`config.mk`:
```
export PLATFORM = sky130hd
export DESIGN_NAME = pvt_sweep_ctrl
export DESIGN_NICKNAME = d
export VERILOG_FILES = /design/src/rtl/pvt_sweep_ctrl.sv
export SDC_FILE = /design/constraint.sdc
export NUM_CORES = 1
export LEC_CHECK = 0
export CORE_AREA = 2 2 95 97
export DETAILED_ROUTE_END_ITERATION = 8
export DIE_AREA = 0 0 97 99
export GPL_TIMING_DRIVEN = 0
export SYNTH_ARGS = -nofsm -noshare
export SYNTH_HDL_FRONTEND = slang
export SYNTH_SLANG_ARGS = --single-unit
```
`constraint.sdc`:
```
create_clock -name i_clk -period 4 [get_ports i_clk]
set_input_delay 0.4 -clock i_clk [delete_from_list [all_inputs] [get_ports i_clk]]
set_output_delay 0.4 -clock i_clk [all_outputs]
set_load 0.01 [all_outputs]
```
`src/rtl/pvt_sweep_ctrl.sv`:
```
// PVT sensor sweep sequencer: steps TS probes, VS channels and optional PS,
// handles settle/SOC/EOC handshakes and emits one indexed result per channel.
module pvt_sweep_ctrl #(
    parameter int unsigned NUM_TS_PROBES  = 1,
    parameter int unsigned NUM_VOL        = 14,
    parameter int unsigned SETTLE_CYCLES  = 16,
    parameter int unsigned TIMEOUT_CYCLES = 4096
) (
    input  logic        i_clk,
    input  logic        i_rst_n,
    input  logic        i_start,
    input  logic        i_continuous,
    input  logic        i_abort,
    input  logic [2:0]  i_ps_mode,
    output logic        o_busy,
    output logic        o_pvt_en_ts,
    output logic        o_pvt_en_adc_ts,
    output logic        o_pvt_soc_ts,
    output logic [5:0]  o_pvt_bjt_sel_ts,
    output logic [3:0]  o_pvt_sel_ts,
    output logic        o_pvt_soc_ps,
    output logic [2:0]  o_pvt_en_ps,
    input  logic        i_pvt_eoc_ts,
    input  logic        i_pvt_eoc_ps,
    input  logic [11:0] i_pvt_out_12bit_ts,
    input  logic [11:0] i_pvt_out_12bit_ps,
    output logic        o_res_valid,
    output logic [6:0]  o_res_idx,
    output logic [11:0] o_res_data,
    output logic        o_res_timeout,
    output logic        o_sweep_done
);

    localparam int unsigned IDX_W   = 7;
    localparam int unsigned CNT_MAX = (SETTLE_CYCLES > TIMEOUT_CYCLES) ? SETTLE_CYCLES : TIMEOUT_CYCLES;
    localparam int unsigned CNT_W   = $clog2(CNT_MAX + 1);

    localparam logic [IDX_W-1:0] PS_IDX       = IDX_W'(NUM_TS_PROBES + NUM_VOL);
    localparam logic [IDX_W-1:0] LAST_NO_PS   = IDX_W'(NUM_TS_PROBES + NUM_VOL - 1);
    localparam logic [CNT_W-1:0] SETTLE_LAST  = CNT_W'(SETTLE_CYCLES - 1);
    localparam logic [CNT_W-1:0] TIMEOUT_LAST = CNT_W'(TIMEOUT_CYCLES - 1);

    typedef enum logic [2:0] {
        S_IDLE, S_SETTLE, S_SOC, S_WAIT_EOC, S_RESULT, S_DONE
    } state_t;

    typedef struct packed {
        logic [5:0] bjt_sel;
        logic [3:0] sel;
        logic [2:0] en_ps;
    } mux_t;

    state_t           state;
    logic [IDX_W-1:0] idx;
    logic [2:0]       ps_mode;
    logic [CNT_W-1:0] cnt;
    logic             eoc_prev;

    logic             is_ps_c;
    logic             is_last_c;
    logic             eoc_c;
    logic [11:0]      data_c;
    logic             launch_c;
    logic [IDX_W-1:0] idx_next_c;

    // Mux settings for a channel index: TS probes, then VS channels, then PS.
    function automatic mux_t chan_mux(input logic [IDX_W-1:0] ch, input logic [2:0] mode);
        mux_t m;
        m = '0;
        if (ch < IDX_W'(NUM_TS_PROBES))
            m.bjt_sel = 6'(ch);
        else if (ch < PS_IDX)
            m.sel = 4'(ch - IDX_W'(NUM_TS_PROBES) + IDX_W'(1));
        else
            m.en_ps = mode;
        return m;
    endfunction

    assign is_ps_c    = (ps_mode != 3'd0) && (idx == PS_IDX);
    assign is_last_c  = (ps_mode != 3'd0) ? (idx == PS_IDX) : (idx == LAST_NO_PS);
    assign eoc_c      = is_ps_c ? i_pvt_eoc_ps : i_pvt_eoc_ts;
    assign data_c     = is_ps_c ? i_pvt_out_12bit_ps : i_pvt_out_12bit_ts;
    assign launch_c   = ((state == S_IDLE) && i_start) || ((state == S_DONE) && i_continuous);
    assign idx_next_c = idx + IDX_W'(1);

    // Sequencer with registered control, strobe and result outputs.
    always_ff @(posedge i_clk or negedge i_rst_n) begin
        if (!i_rst_n) begin
            state            <= S_IDLE;
            idx              <= '0;
            ps_mode          <= '0;
            cnt              <= '0;
            eoc_prev         <= 1'b0;
            o_busy           <= 1'b0;
            o_pvt_en_ts      <= 1'b0;
            o_pvt_en_adc_ts  <= 1'b0;
            o_pvt_soc_ts     <= 1'b0;
            o_pvt_soc_ps     <= 1'b0;
            o_pvt_bjt_sel_ts <= '0;
            o_pvt_sel_ts     <= '0;
            o_pvt_en_ps      <= '0;
            o_res_valid      <= 1'b0;
            o_res_idx        <= '0;
            o_res_data       <= '0;
            o_res_timeout    <= 1'b0;
            o_sweep_done     <= 1'b0;
        end else begin
            o_pvt_soc_ts <= 1'b0;
            o_pvt_soc_ps <= 1'b0;
            o_res_valid  <= 1'b0;
            o_sweep_done <= 1'b0;
            if (i_abort) begin
                state            <= S_IDLE;
                idx              <= '0;
                cnt              <= '0;
                eoc_prev         <= 1'b0;
                o_busy           <= 1'b0;
                o_pvt_en_ts      <= 1'b0;
                o_pvt_en_adc_ts  <= 1'b0;
                o_pvt_bjt_sel_ts <= '0;
                o_pvt_sel_ts     <= '0;
                o_pvt_en_ps      <= '0;
            end else begin
                case (state)
                    S_IDLE: begin
                    end
                    S_SETTLE: begin
                        if (cnt == SETTLE_LAST) begin
                            state        <= S_SOC;
                            cnt          <= '0;
                            o_pvt_soc_ts <= !is_ps_c;
                            o_pvt_soc_ps <= is_ps_c;
                        end else begin
                            cnt <= cnt + CNT_W'(1);
                        end
                    end
                    S_SOC: begin
                        // Baseline the EOC level so only a fresh rising edge counts.
                        state    <= S_WAIT_EOC;
                        cnt      <= '0;
                        eoc_prev <= eoc_c;
                    end
                    S_WAIT_EOC: begin
                        eoc_prev <= eoc_c;
                        if (eoc_c && !eoc_prev) begin
                            state         <= S_RESULT;
                            o_res_valid   <= 1'b1;
                            o_res_idx     <= idx;
                            o_res_data    <= data_c;
                            o_res_timeout <= 1'b0;
                        end else if (cnt == TIMEOUT_LAST) begin
                            state         <= S_RESULT;
                            o_res_valid   <= 1'b1;
                            o_res_idx     <= idx;
                            o_res_data    <= 12'h000;
                            o_res_timeout <= 1'b1;
                        end else begin
                            cnt <= cnt + CNT_W'(1);
                        end
                    end
                    S_RESULT: begin
                        cnt <= '0;
                        if (is_last_c) begin
                            state        <= S_DONE;
                            o_sweep_done <= 1'b1;
                        end else begin
                            state <= S_SETTLE;
                            idx   <= idx_next_c;
                            {o_pvt_bjt_sel_ts, o_pvt_sel_ts, o_pvt_en_ps} <= chan_mux(idx_next_c, ps_mode);
                        end
                    end
                    S_DONE: begin
                        state            <= S_IDLE;
                        o_busy           <= 1'b0;
                        o_pvt_en_ts      <= 1'b0;
                        o_pvt_en_adc_ts  <= 1'b0;
                        o_pvt_bjt_sel_ts <= '0;
                        o_pvt_sel_ts     <= '0;
                        o_pvt_en_ps      <= '0;
                    end
                    default: state <= S_IDLE;
                endcase
                // New sweep from IDLE or back-to-back after DONE.
                if (launch_c) begin
                    state           <= S_SETTLE;
                    idx             <= '0;
                    ps_mode         <= i_ps_mode;
                    cnt             <= '0;
                    o_busy          <= 1'b1;
                    o_pvt_en_ts     <= 1'b1;
                    o_pvt_en_adc_ts <= 1'b1;
                    {o_pvt_bjt_sel_ts, o_pvt_sel_ts, o_pvt_en_ps} <= chan_mux('0, i_ps_mode);
                end
            end
        end
    end

endmodule

```
==> run summary, run 1 <==
The repair_antennas step left the layout with diodes totalling 0. During placement, the flow inserted port buffers numbering 73. The share of the yosys chip area belonging to registers was 48.29%; the synthesized instance count was 327. During synthesis, Yosys emitted a total of 0 warnings. The quantity of hold-fixing buffers added after cts is 0. The run gives 0 as the count of final hold-check violations.

The final route contains 2814 vias. TritonCTS built the clock tree. When the netlist entered floorplanning its net count stood at 364. Number of setup buffers added after CTS: 0. The die is 97 microns wide. In this run the worst path has a maximum fanout of 10.

Number of sinks driven by the clock tree: 65. The logs give 0 for the final antenna-violating net count and 74 for the number of ports placed on the die boundary. Static timing analysis puts the maximum clock frequency at 327.2 MHz. The maximum clock skew at final layout was 0.01201 ns; the cell row count was 34. The run gives 5.802 mm as the post-detailed-placement half-perimeter wirelength. The later pin in the worst-skew pair is clocked with a latency of 0.35 ns. For the final weighted congestion of routability-driven global placement, the log shows 0.8258. Dividing the detail-routed via count by the number of cells gives 5.380.

The slew at the pin with the worst max-slew slack is 0.8180 ns, and the cell area after placement is 4232 sq um. Of the available clock period, the critical path in the final layout requires 76.40%. The longest clock path from root to sink contains 2 buffers.

The overall routed net length was 8.177 mm; the proportion of register bits with asynchronous set or reset after synthesis was 100.0%. The quantity of gates resized following cts came out at 0. The count of maximum capacitance violations came out at 0. Wire length of the first global-routing pass: 14.12 mm. After global routing the overflow that remains totals 0. The number of setup violations in the final report was 0; the vertical die dimension was 99 microns. In the layout the commonest cells are sky130_fd_sc_hd__clkdlybuf4s50_1, sky130_fd_sc_hd__dfrtp_1, sky130_fd_sc_hd__nor2_1. The setup total negative slack came out at 0 ns. Setup repair after global routing left no endpoint under its margin.

After clock tree synthesis, the clock-pin slew on the worst setup and hold paths is 0.07 ns. The most common cell after layout, fill and taps aside is sky130_fd_sc_hd__clkdlybuf4s50_1. The die covers 9603 sq um. The worst setup path is launched from a flip-flop. After routing the design area is 4427 sq um. Mean instance size in the synthesized netlist: 10.30 sq um.

The tools report the via count of the first global-routing pass as 2827. The min-delay analysis places its worst path in the category in -> async. For this design the ratio of total power to cell area is 316.7 nW/um^2.

The tools report the effective utilization at floorplan as 39.39%. The run finished with clean final reports. Once layout is complete, the utilization of the core stands at 51.77%. Entering global routing, the biggest net connects 66 pins.

The startpoint identified for the worst register-to-register timing path is idx[1]$_DFFE_PN0P_. The post-layout minimum cycle time is 3.056 ns. The ratio of cells with drive above 1 in the final layout is 10.60%, and the number of detailed-route iterations in the first pass is 4. After detailed routing, the average wire length per cell comes to 15.63 microns. After layout, the design draws a total of 1.402 mW. The sort of element at the end of the critical path is a flip-flop. The total global-route track usage is 18.20%.

Counting cells, the worst reg-to-reg path comes to 7. The TritonCTS buffer count was 9; the number of nets in the finished design was 448. Most common flop cell mapped by yosys: sky130_fd_sc_hd__dfrtp_1.

The cell area that synthesis handed to floorplanning was 3368 sq um. The core region is 8551 sq um. Data on the critical path is required at its endpoint by 4.24 ns.

The run gives 45.47% as the tightest slew margin relative to the limit. After detailed routing, the number of remaining DRC violations is 0. In this run the critical register-to-register path is captured at o_res_data[8]$_DFFE_PN0P_. In this run the static leakage power is 1.798 nW. For the worst setup path, the data arrival time is 3.29 ns. The tools report the count of unique library cells instantiated by Yosys as 59. The number of flip-flops and latches in the synthesized netlist was 65. In this run the clock root is driven by a sky130_fd_sc_hd__clkbuf_8.

Counting flops with a built-in enable in the synthesized netlist gives 0. The first-iteration detailed-routing DRC count is 123, and the setup slack on the worst flop-to-flop path is 0.94 ns. CTS built an H-tree with a depth of 3. The growth of design area from synthesis to finish was 31.43%; the final count of pins violating max slew was 0.

The kind of critical path was reg -> reg. The initial antenna violation count was 0; the highest ir drop seen on vdd was 0.1824 mV.
## worst max-delay path: stages (launching register included)
cell and delay, ns:
sky130_fd_sc_hd__dfrtp_1 0.51, sky130_fd_sc_hd__ha_1 0.20, sky130_fd_sc_hd__buf_1 0.34, sky130_fd_sc_hd__nand3_1 0.27, sky130_fd_sc_hd__nor3_1 0.64, sky130_fd_sc_hd__clkbuf_1 0.59, sky130_fd_sc_hd__mux2i_1 0.34, sky130_fd_sc_hd__o2bb2ai_2 0.07
## layer usage
layer  GRT usage, %  vias up  wire (microns)
li1               -     1384               -
met1          25.92     1356            4001
met2          26.98       66            3705
met3          4.823        8             391
met4          6.176        0              79
met5              0        -               0
## report_power, final
group / switching [mW] / total, mW / leakage, nW / internal [mW]
sequential: 0.0163 / 0.690 / 0.891 / 0.674
combinational: 0.0662 / 0.142 / 0.805 / 0.0755
clock: 0.253 / 0.570 / 0.102 / 0.317
## Yosys cell counts, types with 4 or more instances
master	instances	share of area, %
sky130_fd_sc_hd__o21ai_0	12	1.8
sky130_fd_sc_hd__nor4_1	4	0.74
sky130_fd_sc_hd__o311ai_0	8	2.1
sky130_fd_sc_hd__a21oi_1	12	1.8
sky130_fd_sc_hd__o2bb2ai_2	9	4.0
sky130_fd_sc_hd__o31ai_1	9	2.0
sky130_fd_sc_hd__clkbuf_1	14	1.6
sky130_fd_sc_hd__nand3_1	16	2.4
sky130_fd_sc_hd__buf_4	4	0.89
sky130_fd_sc_hd__mux2_2	4	1.3
sky130_fd_sc_hd__nor2_1	31	3.5
sky130_fd_sc_hd__and2_1	7	1.3
sky130_fd_sc_hd__xnor2_1	4	1.0
sky130_fd_sc_hd__or3_1	4	0.74
sky130_fd_sc_hd__nor3_1	10	1.5
sky130_fd_sc_hd__dfrtp_1	65	48
sky130_fd_sc_hd__mux2_1	6	2.0
sky130_fd_sc_hd__inv_1	6	0.67
sky130_fd_sc_hd__nand2_1	23	2.6
sky130_fd_sc_hd__and3_1	5	0.93
sky130_fd_sc_hd__mux2i_1	13	3.9
## layout make-up
class / instances / area, sq um
inverters: 7 / 26.28
clock inverters: 3 / 40.04
fillers: 802 / 4124
plain buffers: 23 / 118.9
flip-flops and latches: 65 / 1627
well taps: 108 / 135.1
repair buffers: 73 / 728.2
multi-input cells: 232 / 1597
clock buffers: 12 / 155.1
## stage by stage
stage | instances | hold slack, ns | setup WS (ns)
floorplan | 327 | 0.1044 | 1.410
CTS | 523 | 0.1903 | 0.8929
global placement | 508 | 0.4686 | 0.2771
detailed placement | 508 | 0.4736 | 0.8405
global route | 523 | 0.2046 | 0.6129
finish | 523 | 0.1360 | 0.9441
## cell families (layout without fill, tap and decap cells)
family | Yosys count | count (layout) | share of synthesized area [%]
flops | 65 | 65 | 48.29
compound gates | 77 | 77 | 18.54
mux | 23 | 23 | 7.206
xor+xnor | 7 | 7 | 1.820
simple gates | 122 | 122 | 18.72
buf+inv | 30 | 118 | 4.309
fa+ha+maj | 3 | 3 | 1.115
## sequential cells by signal (all words and copies together), names as in the netlist
signal            flops
o_res_valid           1
state                 3
o_res_idx             7
o_res_timeout         1
o_pvt_en_adc_ts       1
o_pvt_soc_ts          1
o_sweep_done          1
o_pvt_soc_ps          1
o_pvt_sel_ts          4
o_res_data           12
idx                   7
o_pvt_en_ps           3
o_pvt_bjt_sel_ts      6
cnt                  13
ps_mode               3
eoc_prev              1
## worst max-delay path by stage
stage / start / to / slack (ns) / cells after the start
after CTS: idx[1]$_DFFE_PN0P_ / o_res_data[8]$_DFFE_PN0P_ / 0.89 / 7
after global placement: i_rst_n / o_res_data[10]$_DFFE_PN0P_ / 0.28 / 1
after global routing: idx[1]$_DFFE_PN0P_ / o_res_data[6]$_DFFE_PN0P_ / 0.61 / 7
after detailed placement: idx[1]$_DFFE_PN0P_ / o_res_data[6]$_DFFE_PN0P_ / 0.84 / 7
after floorplan: idx[1]$_DFFE_PN0P_ / o_res_timeout$_DFFE_PN0P_ / 1.41 / 8
final: idx[1]$_DFFE_PN0P_ / o_res_data[8]$_DFFE_PN0P_ / 0.94 / 7
Power figures use the tool's default switching activity.
==> inputs of run 2 (changes only) <==
==> constraint.sdc (replaced) <==
create_clock -name i_clk -period 3.2 [get_ports i_clk]
set_input_delay 0.32 -clock i_clk [delete_from_list [all_inputs] [get_ports i_clk]]
set_output_delay 0.32 -clock i_clk [all_outputs]
set_load 0.01 [all_outputs]
==> run 2 against run 1 <==
Against the previous run:
- utilization rose by 0.088 points
- largest power group unchanged
- combinational power rose by 25%
- clock power rose by 25%
- cell count fell by 0.19%
- non-clock buffer count fell by 1
==> run summary, run 2 (synthesized netlist as in run 1, its figures left out) <==
The logs give 447 (-0.22%) for the number of nets in the finished design and 8551 sq um (unchanged) for the core area. The tools report the number of setup buffers added after CTS as 0 (unchanged). Slew at the pin with the worst max-slew slack: 0.8073 ns (-0.01065 ns).

The run gives 803 (+0.12%) as the count of filler cells inserted in the layout. The initial antenna violation count was 0 (unchanged). The power per cell area is 395.3 nW/um^2 (+25%), and the via count of the first global-routing pass is 2827 (unchanged). The number of detailed-route iterations in the first pass is 4 (unchanged), and the worst endpoint data arrival time is 3.07 ns (-0.22 ns). The residual overflow from global routing is 0 (unchanged). The required time at the endpoint of the critical path is 3.43 ns (-0.81 ns). The floorplan die width is 97 microns (unchanged), and the count of final hold-check violations is 0 (unchanged). The setup total negative slack came out at 0 ns (unchanged).

Detailed-route DRC error count: 0 (unchanged). Setup repair after global routing left no endpoint under its margin. The total of buffers placed on input and output ports is 73 (unchanged). More flip-flops sit in one register than any other, and that register is cnt. The number of sinks driven by the clock tree is 65 (unchanged), and the ratio of cells with drive above 1 in the final layout is 11.35% (+0.75 points). The worst hold path belongs to the class in -> async. TritonCTS built the clock tree. The top achievable clock speed came out at 352.5 MHz (+7.7%).

The tools report the final count of pins violating max slew as 0 (unchanged). Number of ports placed on the die boundary: 74 (unchanged). The clock root buffer was sky130_fd_sc_hd__clkbuf_8. The number of vias per cell after detailed routing was 5.379 (about the same). The wire length of the first global-routing pass was 14.12 mm (unchanged). The run gives 39.39% (unchanged) as the effective utilization at floorplan.

The post-layout minimum cycle time is 2.837 ns (-0.2193 ns), and the number of flip-flops under the largest register name is 13 (unchanged). The tools report the maximum number of buffers from clock root to sink as 2 (unchanged). Static power due to leakage: 1.798 nW (about the same).

The largest fanout on the critical path came out at 10 (unchanged). Kind of critical path: reg -> reg. The tools report the final weighted congestion of routability-driven global placement as 0.8258 (unchanged). The logs give 0.2265 mV (+24%) for the highest ir drop seen on vdd and 0 (unchanged) for the number of antenna cells inserted. Worst hold slack: 0.05631 ns (-0.07969 ns). The largest registers in the layout are cnt: 13 flops, o_res_data: 12 flops. In the layout the commonest cells are sky130_fd_sc_hd__clkdlybuf4s50_1, sky130_fd_sc_hd__dfrtp_1, sky130_fd_sc_hd__nor2_1.

The total vias in the final route was 2808 (-0.21%). The run gives 9603 sq um (unchanged) as the die outline area. The quantity of gates resized following cts came out at 0 (unchanged).

The total global-route track usage was 18.20% (unchanged); the vertical die dimension was 99 microns (unchanged). The run gives 46.18% (+0.71 points) as the tightest slew margin relative to the limit. The cell total after placement was 508 (unchanged). The signal on the critical path passes through ha_2, nand3_1, or4b_4, a21oi_2, or2_1, nand2_1, buf_2, buf_4, o2bb2ai_2. The cell area after placement is 4232 sq um (unchanged). For the count of maximum capacitance violations, the log shows 0 (unchanged). The logs give 5.802 mm (unchanged) for the post-detailed-placement half-perimeter wirelength and 522 (-0.19%) for the post-layout instance count excluding filler cells. Leaving out fill and tap cells, the most frequent cell in the layout is sky130_fd_sc_hd__clkdlybuf4s50_1.

The area growth from synthesis to layout is 31.65%. The overall routed net length is 8.154 mm (-0.28%). The cell area after layout was 4434 sq um (+0.17%). The run gives 3 (unchanged) as the number of H-tree branching levels. Cell row count: 34 (unchanged). The flow ran to the end, and the final reports show no timing, DRC or antenna violations. The tools report the maximum number of pins on one net before global-route repair as 66 (unchanged). The worst-path cell with the longest stage delay was sky130_fd_sc_hd__or4b_4.

The fraction of the cycle the final worst path needs works out to 88.64% (+12 points). TritonCTS buffer count: 9 (unchanged). The quantity of hold-fixing buffers added after cts came out at 0 (unchanged).

The tools report the first-iteration detailed-routing DRC count as 100 (-19%). Number of setup violations in the final report: 0 (unchanged). The largest stage delay on the critical path was 0.57 ns (-0.07 ns). The clock latency reported for the late side of the worst-skew pair was 0.35 ns (about the same). The worst setup path is launched from a flip-flop. STA classifies the critical path endpoint as a flip-flop.

The maximum clock skew at final layout is 0.01393 ns (+0.001926 ns), and the average wire per standard cell is 15.62 microns (about the same). The final antenna-violating net count was 0 (unchanged); the clock slew seen by the registers of the worst setup and hold paths was 0.07 ns (about the same).
[run 2: final cells by class]
| cell class | instances | area, sq um | share of cell area [%] |
|---|---|---|---|
| sequential | 65 | 1627 | 36.68 |
| multi-input combinational | 232 | 1608 | 36.26 |
| timing repair buffer | 73 | 728.2 | 16.42 |
| clock buffer | 12 | 155.1 | 3.499 |
| tap | 108 | 135.1 | 3.047 |
| buffer | 22 | 115.1 | 2.596 |
| clock inverter | 3 | 40.04 | 0.9029 |
| inverter | 7 | 26.28 | 0.5926 |
[run 2: stage by stage]
| stage | total power [mW] | worst slack (ns) | utilization, % |
|---|---|---|---|
| floorplan | 0.9494 | 0.6100 | - |
| global placement | 1.057 | -0.4429 | 49.52 |
| detailed placement | 1.059 | 0.04048 | 49.49 |
| CTS | 1.774 | 0.09290 | 51.77 |
| global route | 1.832 | 0.04105 | 51.86 |
| finish | 1.753 | 0.3634 | 51.86 |
[run 2: worst paths after layout]
check                                           startpoint                         endpoint  slack [ns]  cells past startpoint
hold reg to reg            o_pvt_bjt_sel_ts[0]$_DFFE_PN0P_  o_pvt_bjt_sel_ts[0]$_DFFE_PN0P_        0.48                      1
min in group i_clk         o_pvt_bjt_sel_ts[0]$_DFFE_PN0P_  o_pvt_bjt_sel_ts[0]$_DFFE_PN0P_        0.48                      1
max in group asynchronous                          i_rst_n           o_pvt_soc_ts$_DFF_PN0_        2.60                      1
setup reg to reg                        idx[1]$_DFFE_PN0P_        o_res_data[4]$_DFFE_PN0P_        0.36                      9
hold / removal                                     i_rst_n               cnt[2]$_DFFE_PN0P_        0.06                      1
setup / recovery                        idx[1]$_DFFE_PN0P_        o_res_data[4]$_DFFE_PN0P_        0.36                      9
[run 2: metal layers]
layer / up-vias / share of wire, % / GRT usage (%)
met3: 10 / 4.9 / 4.823
met4: 0 / 1.2 / 6.176
met1: 1345 / 48 / 25.92
met5: - / 0 / 0
met2: 73 / 46 / 26.98
li1: 1380 / - / -
[run 2: power breakdown]
part / switching [mW] / internal (mW) / leakage, nW / total (mW)
sequential: 0.0200 / 0.843 / 0.891 / 0.863
combinational: 0.0829 / 0.0946 / 0.805 / 0.177
clock: 0.317 / 0.396 / 0.102 / 0.713
[run 2: critical path, delay by kind of cell, from the launching register on]
family                     cells  cell delay, ns
adders and majority gates      1            0.36
and+or+nand+nor                4            1.07
AOI/OAI and AO/OA              2            0.37
DFF                            1            0.50
buffers and inverters          2            0.44
